**src/rtl/mux_sel_arbiter.sv**
```systemverilog
// ---------------------------------------------------------------------------
// mux_sel_arbiter
//
// Two-source arbiter that drives the select of a downstream 2:1 mux. A grant
// lasts up to HOLD cycles (a "tenure"). The owner can release early by
// dropping its request. At the end of a tenure the grant passes straight to
// the other source if it is requesting, with no idle cycle in between.
// Simultaneous requests from IDLE go to the source that was not granted
// most recently.
//
// Parameters
//   HOLD       tenure length in clock cycles, legal range 1..15
//
// Ports
//   clk_in     clock; all state changes on its rising edge
//   rst_in     synchronous, active-high reset
//   req_a_in   request from source A (mux input a side)
//   req_b_in   request from source B (mux input b side)
//   sel_out    registered mux select: 0 = A, 1 = B; holds its value in IDLE
//   gnt_a_out  registered grant to source A
//   gnt_b_out  registered grant to source B
//   busy_out   registered, high while either grant is active
//   cnt_out    cycles elapsed in the current tenure, 0-based; 0 in IDLE
// ---------------------------------------------------------------------------
module mux_sel_arbiter #(
   parameter int unsigned HOLD = 4
) (
   input  logic       clk_in,
   input  logic       rst_in,
   input  logic       req_a_in,
   input  logic       req_b_in,
   output logic       sel_out,
   output logic       gnt_a_out,
   output logic       gnt_b_out,
   output logic       busy_out,
   output logic [3:0] cnt_out
);

   typedef enum logic [1:0] {
      IDLE  = 2'd0,
      GNT_A = 2'd1,
      GNT_B = 2'd2
   } state_t;

   localparam logic [3:0] CNT_MAX = 4'(HOLD - 1);

   state_t     state, state_nxt;
   logic       last_b, last_b_nxt;   // most recent winner was B
   logic [3:0] cnt_nxt;
   logic       sel_nxt;

   // Next-state logic. Tenure end and early release resolve the same way:
   // the other source wins if it is requesting; otherwise the owner is
   // re-granted if it is still requesting, else the arbiter goes idle.
   always_comb begin
      // NOTE: every signal assigned here gets a default first, so no path
      // leaves one unassigned and no latch is inferred.
      state_nxt  = state;
      last_b_nxt = last_b;
      cnt_nxt    = 4'd0;

      unique case (state)
         IDLE: begin
            if (req_a_in && (!req_b_in || last_b)) begin
               state_nxt  = GNT_A;
               last_b_nxt = 1'b0;
            end else if (req_b_in) begin
               state_nxt  = GNT_B;
               last_b_nxt = 1'b1;
            end
         end

         GNT_A: begin
            if (!req_a_in || cnt_out == CNT_MAX) begin
               if (req_b_in) begin
                  state_nxt  = GNT_B;
                  last_b_nxt = 1'b1;
               end else if (req_a_in) begin
                  state_nxt  = GNT_A;   // re-grant, counter restarts
               end else begin
                  state_nxt  = IDLE;
               end
            end else begin
               cnt_nxt = cnt_out + 4'd1;
            end
         end

         GNT_B: begin
            if (!req_b_in || cnt_out == CNT_MAX) begin
               if (req_a_in) begin
                  state_nxt  = GNT_A;
                  last_b_nxt = 1'b0;
               end else if (req_b_in) begin
                  state_nxt  = GNT_B;   // re-grant, counter restarts
               end else begin
                  state_nxt  = IDLE;
               end
            end else begin
               cnt_nxt = cnt_out + 4'd1;
            end
         end

         default: state_nxt = IDLE;
      endcase

      // Select follows the next owner and holds its value through IDLE.
      sel_nxt = sel_out;
      if (state_nxt == GNT_A) sel_nxt = 1'b0;
      if (state_nxt == GNT_B) sel_nxt = 1'b1;
   end

   // All outputs come straight from flops loaded with next-cycle values, so a
   // request sampled at one edge shows up as a grant right after that edge.
   always_ff @(posedge clk_in) begin
      // NOTE: state is updated with non-blocking assignments so that every
      // flop samples the pre-edge values, regardless of statement order.
      if (rst_in) begin
         state     <= IDLE;
         last_b    <= 1'b1;   // A wins the first tie after reset
         sel_out   <= 1'b0;
         gnt_a_out <= 1'b0;
         gnt_b_out <= 1'b0;
         busy_out  <= 1'b0;
         cnt_out   <= 4'd0;
      end else begin
         state     <= state_nxt;
         last_b    <= last_b_nxt;
         sel_out   <= sel_nxt;
         gnt_a_out <= (state_nxt == GNT_A);
         gnt_b_out <= (state_nxt == GNT_B);
         busy_out  <= (state_nxt != IDLE);
         cnt_out   <= cnt_nxt;
      end
   end

endmodule
```
**config.mk**
```make
export PLATFORM = sky130hd
export DESIGN_NAME = mux_sel_arbiter
export DESIGN_NICKNAME = d
export VERILOG_FILES = /design/src/rtl/mux_sel_arbiter.sv
export SDC_FILE = /design/constraint.sdc
export NUM_CORES = 1
export LEC_CHECK = 0
export ABC_AREA = 1
export ABC_CLOCK_PERIOD_IN_PS = 2660
export BUFFER_PORTS_ARGS = -buffer_cell sky130_fd_sc_hd__buf_2
export CAP_MARGIN = 15
export CORE_MARGIN = 3
export CORE_UTILIZATION = 50
export CTS_CLUSTER_SIZE = 24
export DETAILED_ROUTE_END_ITERATION = 10
export PLACE_DENSITY = 0.72
export SYNTH_ARGS = -nofsm -noshare
export SYNTH_HDL_FRONTEND = slang
export SYNTH_SLANG_ARGS = --single-unit
```
**constraint.sdc**
```tcl
create_clock -name clk_in -period 2.66 [get_ports clk_in]
set_clock_uncertainty 0.15 [all_clocks]
set_input_delay 0.399 -clock clk_in [delete_from_list [all_inputs] [get_ports clk_in]]
set_output_delay 0.399 -clock clk_in [all_outputs]
set_load 0.03 [all_outputs]
```
# Word level (Yosys, flattened, before mapping)
# Cells that the tools add are included.
# Widths: inputs -> output; s select.
totals:
  reg_bits: 11
  input_bits: 4
  output_inout_bits: 8
  word_cells: 47
op_classes:
  addsub: 1
  eq_ne: 8
  n_mux: 20
  reduce_logical: 11
op_table:
  columns: ["operator", "count"]
  rows:
  - ["$mux 2", 7]
  - ["$mux 1", 8]
  - ["$mux 4", 2]
  - ["$pmux 4 s2", 1]
  - ["$ne 2x2->1 const B", 3]
  - ["$pmux 2 s3", 1]
  - ["$add 4x1->4 const B", 1]
  - ["$eq 2x1->1 const B", 2]
  - ["$eq 2x2->1 const B", 2]
  - ["$eq 4x2->1 const B", 1]
  - ["$reduce_and 4->1", 1]
  - ["$reduce_bool 2->1", 2]
  - ["$logic_or 1x1->1", 3]
  - ["$pmux 1 s3", 1]
  - ["$reduce_bool 3->1", 1]
  - ["$logic_not 1->1", 2]
  - ["$logic_not 2->1", 1]
  - ["$logic_and 1x1->1", 1]

# Depth between registers and ports, before layout
# Gate-level depths: netlist of run 1.
logic_depth:
  depth_word: 8
  ltp_mapped: 11
  mapped_depth_nobuf: 11

# Least setup slack after synthesis of run 1
# No wires, ideal clock.
synth_timing:
  kind: "reg2reg"
  start: "register cnt_out[0]"
  end: "register sel_out"
  setup_time_ns: 0.117
  arrival_ns: 1.659
  required_time_ns: 2.393
  slack_ns: 0.734
  stages_incl_launch_ff: 10
  n_path_buf: 0
  synth_period_minus_slack_ns: 1.926
  cell_sequence: "dfxtp_1 > ha_1 > nand2_4 > nand3_1 > nand3_1 > nand3_2 > nand2_2 > ha_1 > o21ai_1 > a21oi_1"
synth_between:
  elab_chain_cells: 6
  elab_cells_between_ends: 10
  cone_classes: "eq/ne (3); mux (4); reduce/logical (3)"
synth_rtl:
  columns: ["item", "line_no", "rtl"]
  rows:
  - ["from (decl)", "36", "output logic [3:0] cnt_out"]
  - ["from (signal assigned)", "132", "cnt_out <= cnt_nxt;"]
  - ["$eq 4x2->1 (*)", "74, 89", null]
  - ["$logic_or 1x1->1 (on tied branches)", "89, 74", null]
  - ["$mux 2 (on tied branches)", "89, 74", null]
  - ["$pmux 2 s3 (*)", "62", "unique case (state)"]
  - ["$eq 2x2->1 / $eq 2x1->1 (equally long branches)", "109, 108", null]
  - ["$mux 1 / $reduce_bool 2->1 (equally long branches)", null, null]
  - ["to (signal assigned)", "128", "sel_out <= sel_nxt;"]
  - ["to (decl)", "32", "output logic sel_out,"]
# Every way passes the cells marked *; elsewhere a longest branch is shown, timed or not.
# A chain may end at the register's enable or synchronous reset.

# Final worst setup path of run 1
# Same ends and word-level chain as after synthesis.

==> results of run 1 <==
==> registers in the layout (all words and copies together), names as in the netlist <==
signal and flops:
state 2, sel_out 1, gnt_b_out 1, last_b 1, cnt_out 4, busy_out 1
gnt_a_out 1
==> Yosys cell counts, types with 2 or more instances <==
master | number | area share
dfxtp_1 | 11 | 0.32
ha_1 | 8 | 0.14
inv_1 | 8 | 0.043
inv_2 | 6 | 0.033
nand2_1 | 10 | 0.054
nand2_2 | 2 | 0.018
nand3_1 | 11 | 0.080
nand3_2 | 4 | 0.058
nor2_1 | 11 | 0.060
o21ai_2 | 2 | 0.025
==> layout by cell type (no fill, tap or decap), types with 3 or more instances in the layout <==
| cell type | Yosys | layout |
|---|---|---|
| nand3_1 | 11 | 11 |
| nor2_1 | 11 | 11 |
| dfxtp_1 | 11 | 11 |
| buf_2 | 1 | 11 |
| nand2_1 | 10 | 10 |
| inv_1 | 8 | 8 |
| ha_1 | 8 | 8 |
| inv_2 | 6 | 6 |
| nand3_2 | 4 | 4 |
| clkbuf_4 | 0 | 3 |
==> kinds of logic (layout without fill, tap and decap cells) <==
kind of cell / after synthesis / in the layout
AOI/OAI and AO/OA: 7 / 7
DFF: 11 / 11
and+or+nand+nor: 43 / 43
adders and majority gates: 8 / 8
xor gates and xnor gates: 2 / 2
buffers and inverters: 16 / 29
==> metrics by stage <==
step	hold WS, ps	worst slack (ps)	std cells	utilization
floorplan	316	734	87	-
detailed placement	302	835	110	0.625
global route	246	726	114	0.647
global placement	293	867	110	0.625
CTS	229	818	114	0.647
finish	223	830	114	0.647
==> layer usage <==
| metal | GRT usage | up-vias | wire length [um] |
|---|---|---|---|
| met5 | 0 | - | 0 |
| li1 | - | 308 | - |
| met1 | 0.188 | 261 | 550 |
| met4 | 0.0181 | 0 | 0 |
| met3 | 0.0636 | 0 | 66 |
| met2 | 0.248 | 14 | 554 |
==> worst max path at each step <==
| stage | startpoint | to | slack [ps] | cells after the start |
|---|---|---|---|---|
| after global routing | cnt_out[0] | sel_out | 730 | 9 |
| final | cnt_out[0] | sel_out | 830 | 9 |
| after global placement | req_b_in | sel_out | 870 | 9 |
| after CTS | cnt_out[0] | sel_out | 820 | 9 |
| after floorplan | cnt_out[0] | sel_out | 730 | 9 |
| after detailed placement | cnt_out[0] | sel_out | 840 | 9 |
==> report_power, final <==
part	internal, uW	leakage, uW	switching [uW]
Clock	57.9	0.0000150	49.0
Combinational	96.4	0.000307	166
Sequential	199	0.0000901	22.5
==> area by class of cell <==
cell class	instances	area, sq um
clock buffers	4	26.3
fillers	112	424
inverters	14	52.6
multi-input cells	60	405
flip-flops and latches	11	220
well taps	14	17.5
repair buffers	11	55.1
==> impl_metrics.tcl, run 1 <==
set metrics [dict create \
    die_w_um 43.2 \
    synth_edf_count 0 \
    fin_crit_sh 0.688 \
    ys_seq_area_frac 0.319 \
    worstMarginPinSlew_ps 229 \
    detailed_place_hpwl_um 956 \
    rsz0062_at_grt "no" \
    overflow 0 \
    p_per_area_mw_per_mm2 760 \
    ys_seq_elements 11 \
    ant_nets 0 \
    min_to "busy_out" \
    synthesis.nets 99 \
    hp-class "input port to flip-flop" \
    drcViolationCount 0 \
    max-cap-violations 0 \
    crit_chain "ha_1, nand2_4, nand3_1, nand3_2, nand3_2, nand2_2, ha_1, o21ai_1, a21oi_1" \
    cp_slowest_stage_delay_ps 380 \
    cts.sinks 11 \
    drive_gt1_frac 0.310 \
    rr_startpoint "cnt_out[0]" \
    htree_levels 1 \
    synth_compound_area_frac 0.0670 \
    period_needed_ps 1830 \
    setup_viol 0 \
    start_util 0.575 \
    antenna_cells 0 \
    report.final.hold_viol_count 0 \
    drt_first_pass_iters 4 \
    gp_congestion 0.829 \
    finalInstanceArea_sq_um 777 \
    muxShareOfSynthArea 0 \
    r2r-end "sel_out" \
    post_drt_wl_per_cell_um 10.3 \
    synthToLayoutAreaGrowth_pct 12.5 \
    r2r_setup_slack_ps 830 \
    cts_buffer_depth 2 \
    cts_root_buf "clkbuf_4" \
    critical_path_class "flip-flop to flip-flop" \
    cp.arrival_ps 1830 \
    syn_inst 87 \
    synth_fa_ha_area_frac 0.145 \
    cp.required_ps 2660 \
    synth-main-ff-cell "dfxtp_1" \
    peakVddDrop_uv 460 \
    setup_tns_ps 0 \
    layout.nets 113 \
    numCtsBuffers 3 \
    r2r.worst_path.cells 9 \
    p_total_uw 591 \
    ys_warn_count 0 \
    grt_max_degree 10 \
    grt_util_all_layers 0.151 \
    detail_route.vias_per_cell 5.11 \
    startpoint_type "flip-flop" \
    hold_buffers 0 \
    avgSynthCellArea_sq_um 7.94 \
    synth_simple_gate_area_frac 0.350 \
    drtIter0Drc 15 \
    placed_cell_area_sq_um 751 \
    drv_slew 0 \
    crit_family "adder cells" \
    critPathCaptureType "flip-flop" \
    worst_hold_startpoint "rst_in" \
    core_area_sq_mm 0.00120 \
    clock.fmax_ghz 0.546 \
    rows 12 \
    synth_top_family_by_area "simple AND/OR/NAND/NOR gates" \
    cts_tree "done" \
    path_clk_slew_ps 60 \
    port_buffers 11 \
    synth_cell_types 24 \
    antenna_found_initial 0 \
    hold_depth 2 \
    synth-xor-area-share 0.0254 \
    post_cts_buffers 0 \
    cp_slowest_cell "dfxtp_1" \
    synthArstFlopShare 0 \
    vias 583 \
    die-area_sq_mm 0.00186 \
    slew_headroom 0.847 \
    grt_pass1_vias 539 \
    grt_pass1_wl_um 2180 \
    clkLatencyLatePin_ps 260 \
    p_leak_uw 0.000412 \
    io_pins 12 \
    critPathMaxFanout 7 \
    cts_resized 0 \
    worst-path-buf-inv 0 \
    syn_area_sq_um 691 \
    drt_wl_total_um 1170 \
    status "finished clean" \
    chipHeight_um 43.2 \
]
(Power assumes the default switching activity.)
==> run 2: changes to the inputs <==
--- a/config.mk
+++ b/config.mk
@@ -6,7 +6,7 @@
 export NUM_CORES = 1
 export LEC_CHECK = 0
 export ABC_AREA = 1
-export ABC_CLOCK_PERIOD_IN_PS = 2660
+export ABC_CLOCK_PERIOD_IN_PS = 1800
 export BUFFER_PORTS_ARGS = -buffer_cell sky130_fd_sc_hd__buf_2
 export CAP_MARGIN = 15
 export CORE_MARGIN = 3
==> constraint.sdc (replaced) <==
create_clock -name clk_in -period 1.8 [get_ports clk_in]
set_clock_uncertainty 0.15 [all_clocks]
set_input_delay 0.27 -clock clk_in [delete_from_list [all_inputs] [get_ports clk_in]]
set_output_delay 0.27 -clock clk_in [all_outputs]
set_load 0.03 [all_outputs]
==> run 2 against run 1 <==
Net effect: maximum frequency up 8.4%; worst setup slack got worse by 720 ps; clock power rose by 52%; utilization increased by 6.1 points; register-to-register slack got worse by 720 ps; final cell count increased by 1.8%; via count is 2.2% higher; global-route usage about the same; sequential share of layout area down 1.4 points; critical path depth is 1 lower; largest power group unchanged.
==> impl_metrics.tcl, run 2 (synthesis gave the netlist of run 1 again) <==
set metrics [dict create \
    htree_levels 1 \
    combPwrFrac 0.466 \
    use_met1 0.177 \
    r2r.worst_path.cells 8 \
    grt_util_all_layers 0.151 \
    antenna_found_initial 0 \
    reg_top3 "cnt_out: 4 flops, state: 2 flops" \
    hold_buffers 0 \
    layout.nets 115 \
    fin_crit_sh 0.938 \
    clock.fmax_ghz 0.592 \
    gp_congestion 0.800 \
    rr_startpoint "state[1]" \
    start_util 0.575 \
    p_leak_uw 0.000422 \
    cp_slowest_cell "dfxtp_2" \
    max-cap-violations 0 \
    path_clk_slew_ps 70 \
    ant_nets 0 \
    drive_gt1_frac 0.412 \
    cts_tree "done" \
    rsz0062_at_grt "no" \
    min_to "busy_out" \
    setup_tns_ps 0 \
    peakVddDrop_uv 697 \
    largest_reg_flops 4 \
    r2r_setup_slack_ps 110 \
    detail_route.vias_per_cell 5.14 \
    status "finished clean" \
    cts_buffer_depth 2 \
    drcViolationCount 0 \
    drt_first_pass_iters 4 \
    vias 596 \
    sw_frac_of_total 0.411 \
    drv_slew 0 \
    numCtsBuffers 3 \
    worst_hold_startpoint "rst_in" \
    critPathCaptureType "flip-flop" \
    detailed_place_hpwl_um 1010 \
    startpoint_type "flip-flop" \
    grt_pass1_vias 508 \
    drtIter0Drc 11 \
    grt_pass1_wl_um 2130 \
    report.final.hold_viol_count 0 \
    core_area_sq_mm 0.00120 \
    clockPowerShare 0.175 \
    cp.required_ps 1810 \
    cp_slowest_stage_delay_ps 370 \
    hp-class "input port to flip-flop" \
    use_met2 0.268 \
    crit_chain "inv_1, ha_1, o211ai_1, nand3_2, nand2_2, ha_4, o21ai_1, a21oi_1" \
    most-common-layout-cells "nand3_1 (11), nor2_1 (11), buf_2 (11)" \
    hold_depth 2 \
    p_sw_uw 385 \
    clkLatencyLatePin_ps 260 \
    die_w_um 43.2 \
    io_pins 12 \
    cts.sinks 11 \
    synthToLayoutAreaGrowth_pct 23.2 \
    cp.arrival_ps 1700 \
    r2r-end "sel_out" \
    drt_wl_total_um 1310 \
    period_needed_ps 1690 \
    rows 12 \
    top_usage_layer "met2" \
    antenna_cells 0 \
    critical_path_class "flip-flop to flip-flop" \
    die-area_sq_mm 0.00186 \
    utilization 0.708 \
    slew_headroom 0.858 \
    cts_root_buf "clkbuf_4" \
    use_met3 0.0508 \
    setup_viol 0 \
    post_drt_wl_per_cell_um 11.3 \
    p_seq_frac 0.359 \
    port_buffers 11 \
    p_per_area_mw_per_mm2 1100 \
    worstMarginPinSlew_ps 212 \
    chipHeight_um 43.2 \
    grt_max_degree 10 \
    p_int_uw 550 \
    critPathMaxFanout 4 \
    overflow 0 \
    largest_register "cnt_out" \
]
run 2: metrics by stage:
step	hold WS, ps	total power (uW)	setup WS [ps]	instances	instance area (sq um)
2_1_floorplan	187	642	38.9	87	696
3_3_place_gp	269	724	55.8	111	763
3_5_place_dp	282	733	47.1	111	763
4_1_cts	83.9	903	31.0	115	790
5_1_grt	95.3	1010	5.17	116	851
6_report	89.7	935	112	116	851
run 2: layer usage:
layer  wire [um]  share of wire  vias up
li1            -              -      311
met1         533           0.41      266
met2         699           0.53       19
met3          79          0.060        0
met4           0              0        0
met5           0              0        -
run 2: layout make-up:
cell class / count / area [sq um]
Multi-Input combinational cell: 60 / 455
Clock buffer: 4 / 26.3
Sequential cell: 11 / 229
Inverter: 14 / 52.6
Fill cell: 98 / 350
Timing Repair Buffer: 13 / 70.1
Tap cell: 14 / 17.5
run 2: what timing repair did:
| item | CTS | global route |
|---|---|---|
| resized for setup | 0 | 10 |
| buffers inserted | 0 | 1 |
| setup endpoints to repair | 0 | 2 |
run 2: worst max-delay path by stage:
stage,to,start
final,sel_out,state[1]
after global routing,sel_out,state[1]
after CTS,sel_out,state[1]
after detailed placement,sel_out,state[1]
after global placement,sel_out,state[0]
after floorplan,sel_out,cnt_out[2]
run 2: worst max-delay path, delay by kind of cell, from the launching register on:
kind | cells | cell delay (ps)
compound gates | 3 | 290
fa+ha+maj | 2 | 430
buf+inv | 1 | 100
flops | 1 | 370
simple gates | 2 | 230
run 2: power groups by stage:
stage | sequential [uW] | combinational (uW) | clock [uW]
6_report | 336 | 436 | 163
5_1_grt | 343 | 490 | 181
4_1_cts | 329 | 405 | 169
3_5_place_dp | 335 | 397 | 0
3_3_place_gp | 332 | 393 | 0
2_1_floorplan | 388 | 253 | 0
